[src/rtl/seq_arith_unit.sv]
// Sequential arithmetic stage: add/sub in one cycle, shift-add multiply and
// restoring divide over WIDTH iterations; result presented with a one-cycle Done.
module seq_arith_unit #(
    parameter int WIDTH = 8
) (
    input  logic               clk_i,
    input  logic               rst_i,
    input  logic [WIDTH-1:0]   data_in_i,
    input  logic               load_a_i,
    input  logic               load_b_i,
    input  logic [1:0]         op_i,
    input  logic               start_i,
    output logic [2*WIDTH-1:0] result_o,
    output logic               busy_o,
    output logic               done_o,
    output logic               neg_o,
    output logic               err_o
);

    localparam int CW = $clog2(WIDTH + 1);

    localparam logic [1:0] OP_ADD = 2'b00;
    localparam logic [1:0] OP_SUB = 2'b01;
    localparam logic [1:0] OP_MUL = 2'b10;
    localparam logic [1:0] OP_DIV = 2'b11;

    typedef enum logic [1:0] {
        S_IDLE = 2'd0,
        S_RUN  = 2'd1,
        S_DONE = 2'd2
    } state_e;

    state_e               state_q, state_d;
    logic [CW-1:0]        count_q, count_d;
    logic [WIDTH-1:0]     a_q, a_d;
    logic [WIDTH-1:0]     b_q, b_d;
    logic [1:0]           op_q, op_d;
    logic [WIDTH-1:0]     dsr_q, dsr_d;
    logic [2*WIDTH-1:0]   work_q, work_d;
    logic [2*WIDTH-1:0]   result_q, result_d;
    logic                 neg_q, neg_d;
    logic                 err_q, err_d;

    logic [WIDTH:0]       add_sum;
    logic [WIDTH:0]       sub_diff;
    logic [2*WIDTH-1:0]   add_res;
    logic [2*WIDTH-1:0]   sub_res;
    logic [WIDTH:0]       mul_sum;
    logic [2*WIDTH-1:0]   mul_next;
    logic [WIDTH:0]       div_shift;
    logic                 div_ge;
    logic [WIDTH-1:0]     div_diff;
    logic [2*WIDTH-1:0]   div_next;
    logic [2*WIDTH-1:0]   iter_next;

    assign add_sum  = {1'b0, a_q} + {1'b0, b_q};
    assign sub_diff = {1'b0, a_q} - {1'b0, b_q};
    assign add_res  = {{(WIDTH-1){1'b0}}, add_sum};
    assign sub_res  = {{(WIDTH-1){sub_diff[WIDTH]}}, sub_diff};

    // work_q is {acc, multiplier} for multiply and {remainder, dividend/quotient} for divide.
    assign mul_sum   = {1'b0, work_q[2*WIDTH-1:WIDTH]} + (work_q[0] ? {1'b0, dsr_q} : '0);
    assign mul_next  = {mul_sum, work_q[WIDTH-1:1]};

    // Remainder stays below the divisor, so the top bit is clear whenever the trial fails.
    assign div_shift = {work_q[2*WIDTH-1:WIDTH], work_q[WIDTH-1]};
    assign div_ge    = (div_shift >= {1'b0, dsr_q});
    assign div_diff  = div_shift[WIDTH-1:0] - dsr_q;
    assign div_next  = {(div_ge ? div_diff : div_shift[WIDTH-1:0]), work_q[WIDTH-2:0], div_ge};

    assign iter_next = (op_q == OP_DIV) ? div_next : mul_next;

    always_comb begin
        state_d  = state_q;
        count_d  = count_q;
        a_d      = a_q;
        b_d      = b_q;
        op_d     = op_q;
        dsr_d    = dsr_q;
        work_d   = work_q;
        result_d = result_q;
        neg_d    = neg_q;
        err_d    = err_q;

        case (state_q)
            S_IDLE: begin
                if (load_a_i) a_d = data_in_i;
                if (load_b_i) b_d = data_in_i;
                if (start_i) begin
                    neg_d = 1'b0;
                    err_d = 1'b0;
                    op_d  = op_i;
                    case (op_i)
                        OP_ADD: begin
                            result_d = add_res;
                            state_d  = S_DONE;
                        end
                        OP_SUB: begin
                            result_d = sub_res;
                            neg_d    = (a_q < b_q);
                            state_d  = S_DONE;
                        end
                        OP_MUL: begin
                            work_d  = {{WIDTH{1'b0}}, a_q};
                            dsr_d   = b_q;
                            count_d = CW'(WIDTH);
                            state_d = S_RUN;
                        end
                        default: begin
                            if (b_q == '0) begin
                                result_d = '1;
                                err_d    = 1'b1;
                                state_d  = S_DONE;
                            end else begin
                                work_d  = {{WIDTH{1'b0}}, a_q};
                                dsr_d   = b_q;
                                count_d = CW'(WIDTH);
                                state_d = S_RUN;
                            end
                        end
                    endcase
                end
            end
            S_RUN: begin
                work_d = iter_next;
                if (count_q == CW'(1)) begin
                    result_d = iter_next;
                    count_d  = '0;
                    state_d  = S_DONE;
                end else begin
                    count_d = count_q - CW'(1);
                end
            end
            S_DONE: begin
                state_d = S_IDLE;
            end
            default: begin
                state_d = S_IDLE;
            end
        endcase
    end

    always_ff @(posedge clk_i) begin
        if (rst_i) begin
            state_q  <= S_IDLE;
            count_q  <= '0;
            a_q      <= '0;
            b_q      <= '0;
            op_q     <= OP_ADD;
            dsr_q    <= '0;
            work_q   <= '0;
            result_q <= '0;
            neg_q    <= 1'b0;
            err_q    <= 1'b0;
        end else begin
            state_q  <= state_d;
            count_q  <= count_d;
            a_q      <= a_d;
            b_q      <= b_d;
            op_q     <= op_d;
            dsr_q    <= dsr_d;
            work_q   <= work_d;
            result_q <= result_d;
            neg_q    <= neg_d;
            err_q    <= err_d;
        end
    end

    assign result_o = result_q;
    assign busy_o   = (state_q == S_RUN);
    assign done_o   = (state_q == S_DONE);
    assign neg_o    = neg_q;
    assign err_o    = err_q;

endmodule

[config.mk]
export PLATFORM = sky130hd
export DESIGN_NAME = seq_arith_unit
export DESIGN_NICKNAME = d
export VERILOG_FILES = /design/src/rtl/seq_arith_unit.sv
export SDC_FILE = /design/constraint.sdc
export NUM_CORES = 1
export LEC_CHECK = 0
export CAP_MARGIN = 0
export CORE_MARGIN = 5
export CORE_UTILIZATION = 54
export DETAILED_ROUTE_END_ITERATION = 8
export PLACE_DENSITY = 0.8
export SLEW_MARGIN = 20
export SYNTH_ARGS = -nofsm -noshare
export SYNTH_HDL_FRONTEND = slang
export SYNTH_SLANG_ARGS = --single-unit
[constraint.sdc]
create_clock -name clk_i -period 7.35 [get_ports clk_i]
set_clock_uncertainty 0.2 [all_clocks]
set_input_delay 1.47 -clock clk_i [delete_from_list [all_inputs] [get_ports clk_i]]
set_output_delay 1.47 -clock clk_i [all_outputs]
set_load 0.01 [all_outputs]
# Word level (Yosys, flattened, before mapping)
# Index checks and enable logic that the tools add are counted.
# Widths: inputs -> output; s select.
# op_classes
multipliers	0
addsub	5
n_div	0
reduce_logical	13
bitwise_logic	1
eq_ne	13
n_shift	0
muxes	27
n_lt_le_gt_ge	2
# ops
operator	n
$mux 16	6
$pmux 16 s2	3
$pmux 16 s3	1
$mux 8	3
$add 8x8->9	2
$pmux 4 s2	2
$pmux 8 s2	1
$mux 4	3
$ge 9x8->1	1
$sub 8x8->9	1
$logic_not 8->1	1
$lt 8x8->1	1
$pmux 2 s2	2
$reduce_and 2->1	4
$reduce_and 4->1	2
$sub 8x8->8	1
$eq 2x2->1 const B	3
$mux 2	3
$ne 2x2->1 const B	3
$reduce_and 5->1	1
$eq 2x1->1 const B	2
$eq 4x1->1 const B	1
$logic_not 2->1	2
$ne 2x1->1 const B	2
8 further kinds	10
# word_totals
ramBits	0
romBits	0
latchBits	0
ff_bits	66
out_inout_bits	20
n_memories	0
inputBits	15

# Logic depth before layout (Yosys ltp)
# logic_depth
ltp_word	5
mapped_depth	10

# Worst setup path after synthesis
# OpenSTA, ideal clock, no wires.
# synth_timing
kind	input to register
from	input op_i[0]
to	register result_q[9] (netlist: result_o[9])
t_required_ps	7080
path_buffers	0
arrival_time_ps	2632
stages	5
setup_time_ps	70
path_slack_ps	4448
cell_sequence	nand2b_1 -> or4_1 -> o21a_1 -> or2_2 -> a21oi_1
# synth_between
elab_chain_cells	4
elab_cells_between_ends	9
classes_between	eq/ne (4); mux (3); reduce/logical (2)
# synth_lines
item	line_no	rtl
from (decl)	11	input logic [1:0] op_i,
$eq 2x2->1, or another cell as far along	93	case (op_i)
$pmux 16 s3	93	
$mux 16	89	if (start_i) begin
$pmux 16 s2	85	case (state_q)
to (signal assigned)	163	result_q <= result_d;
to (decl)	40	logic [2*WIDTH-1:0] result_q, result_d;
# Several ways; a longest one is shown, not always the timed one. The select of a mux whose other input is x is not followed.
# A chain may end at the register's enable or synchronous reset.

# Final worst setup path
# layout_timing
from	register state_q[1]
to	output busy_o
# layout_between
elab_chain_cells	1
# layout_lines
item	line_no	rtl
from (decl)	33	state_e state_q, state_d;
from (signal assigned)	156	state_q <= state_d;
$eq 2x1->1	170	assign busy_o = (state_q == S_RUN);
to (decl)	14	output logic busy_o,
# No other way between the ends.

==> impl_metrics.toml <==
[setup_path]
end_kind = "output port"
path_cells = "inv_1 -> nand2_1 -> inv_1 -> clkdlybuf4s50_1"
crit_type = "register to output port"
cp.depth = 4
r2r_slack_ns = 4.07
cp_num_buf_inv = 3
worst_path_dominant_cell_family = "buffers and inverters"
worstReg2RegStart = "dsr_q[6]"
start_kind = "register"
cp.arrival_ns = 2.53
crit_start = "state_q[1]"
crit_top_cell = "inv_1"
crit_required_ns = 5.68
cpPeakStageDelay_ns = 0.72
ff2ff_path_depth = 8
crit_fanout = 29
crit_path_top_delay_cell = "inv_1"

[sta]
fin_crit_ns = 4.20
setup_viol = 0
hold_viol = 0
worst_pin_slew_ns = 0.958
max_freq_mhz = 238
rsz0062_at_grt = "false"
fin_tns_setup_ns = 0
maxSlewHeadroom = 0.360
finalCritPeriodShare = 0.571
slew_violations = 0

[synthesis]
ys_top_cells_by_area = "dfxtp_1, ha_1, a21oi_1"
ys_seq_elements = 66
yosysUniqueCellTypes = 56
synth-edff-count = 0
synth_top_area_share = 0.311
synth_most_common_cell = "nand2_1"
synthTopCellsByCount = "nand2_1, a21oi_1, dfxtp_1"
netlist_instances = 547
synthFlopType = "dfxtp_1"
ys.warnings.count = 0
synth_area_mm2 = 0.00425
synth_area_leader_cell = "dfxtp_1"
yosysSeqAreaShare = 0.311
avgSynthCellArea_um2 = 7.76
async_flop_share = 0
synth_nets = 600

[min_path]
holdPathStages = 2
hold_path_class = "register to register"
min_from = "op_q[0]"

[power_and_ir_drop]
ir_drop_mv = 0.116
power_uw = 990
power.density_mw_per_mm2 = 204
p_leak_nw = 1.92

[floorplanning]
die_y_um = 98.7
die_w_um = 98.7
core_area_mm2 = 0.00769
io_pins = 35
initial_core_util = 0.552
core.rowCount = 32
dieArea_mm2 = 0.00973

[clocking]
numCtsBuffers = 9
h-tree-depth = 3
clock_sinks = 66
root_buffer = "clkbuf_8"
clk_path_buf_depth = 2
clkLatencyLatePin_ns = 0.35
cts_resized = 0
cts_hold_buffers = 0
post_cts_buffers = 0
clk_pin_slew_ns = 0.07
cts_tree = "built"

[global_route]
grt_use_total = 0.246
first_global_vias = 3864
grt_max_degree = 63
grt_overflow = 0
grt_pass1_wl_um = 19300
antenna_found_initial = 0

[detailed_routing]
totalWireLength_um = 11600
wl_per_cell_um = 17.2
viasPerCell = 5.95
num_vias = 4029
drc = 0
drt_iter0_drc = 313
drtPass1Iterations = 5
ant_nets = 0

[placement]
dp_hpwl_um = 8790
portBuffers = 34
routabilityCongestion = 0.911

[run]
cap_violations = 0

[cells_and_area]
fill_cells = 690
final_core_util = 0.631
drive_gt1_frac = 0.0487
finalNetCount = 623
syn_to_final_growth_pct = 14.3
diodes = 0

[status]
status = "finished, final reports clean"
-- worst min-delay path: cells and delay by family, from the launching register on --
family | cells | cell delay, ns
AOI/OAI and AO/OA | 1 | 0.05
DFF | 1 | 0.32
and+or+nand+nor | 1 | 0.05
-- cell usage in the layout, fill, tap and decap left out, drive strengths merged, types with 4 or more instances in the layout --
cell,n
xor2,4
nor2b,4
a21o,6
or2,4
fa,4
a211oi,13
nor3,11
o211ai,6
ha,34
nor3b,6
inv,35
mux2i,13
a21oi,67
o21bai,4
nand2,78
clkdlybuf4s50,33
nand3,8
and3,4
nor2,45
nor4,6
a31oi,8
xnor2,8
nand2b,7
o21ai,22
dfxtp,66
and2,11
clkbuf,11
o311ai,4
-- worst paths after layout --
path	end
min reg2reg	op_q[0]
max	busy_o
min	op_q[0]
max reg2reg	work_q[12]
-- routing by layer --
metal	vias to the layer above	GRT usage	wire length [um]
li1	1997	-	-
met1	1888	0.330	5250
met2	133	0.404	5530
met3	11	0.0573	737
met4	0	0.0599	133
met5	-	0	0
-- layout make-up --
type | count | area, um2 | share of cell area
repair buffers | 36 | 350 | 0.0722
multi-input cells | 422 | 2700 | 0.557
clock buffers | 11 | 141 | 0.0291
well taps | 102 | 128 | 0.0263
inverters | 35 | 131 | 0.0271
flip-flops and latches | 66 | 1320 | 0.272
clock inverters | 5 | 77.6 | 0.0160
-- kinds of logic (layout without fill, tap and decap cells) --
kind of cell / after synthesis / count (layout) / synth area share
compound gates: 162 / 162 / 0.240
flops: 66 / 66 / 0.311
mux: 16 / 16 / 0.0386
buf+inv: 59 / 87 / 0.0533
fa+ha+maj: 38 / 38 / 0.119
simple gates: 194 / 194 / 0.212
xor+xnor: 12 / 12 / 0.0248
-- sequential cells by signal (all words and copies together), names as in the netlist --
name,flops
neg_o,1
dsr_q,8
work_q,16
b_q,8
op_q,2
err_o,1
count_q,4
state_q,2
result_o,16
a_q,8
-- stage by stage --
step / std cells / hold WS (ns) / cell area (um2) / setup slack, ns
after floorplan: 547 / 0.245 / 4250 / 4.45
after CTS: 677 / 0.265 / 4850 / 3.16
after global placement: 661 / 0.249 / 4630 / 3.19
after global routing: 677 / 0.286 / 4850 / 2.98
after detailed placement: 661 / 0.255 / 4630 / 3.10
final: 677 / 0.268 / 4850 / 3.15
-- power breakdown --
part / internal, mW / switching (mW) / leakage (nW)
clock: 0.199 / 0.143 / 0.109
sequential: 0.385 / 0.0279 / 0.539
combinational: 0.0999 / 0.135 / 1.27
Note: power is estimated with default switching activity, not from simulation.
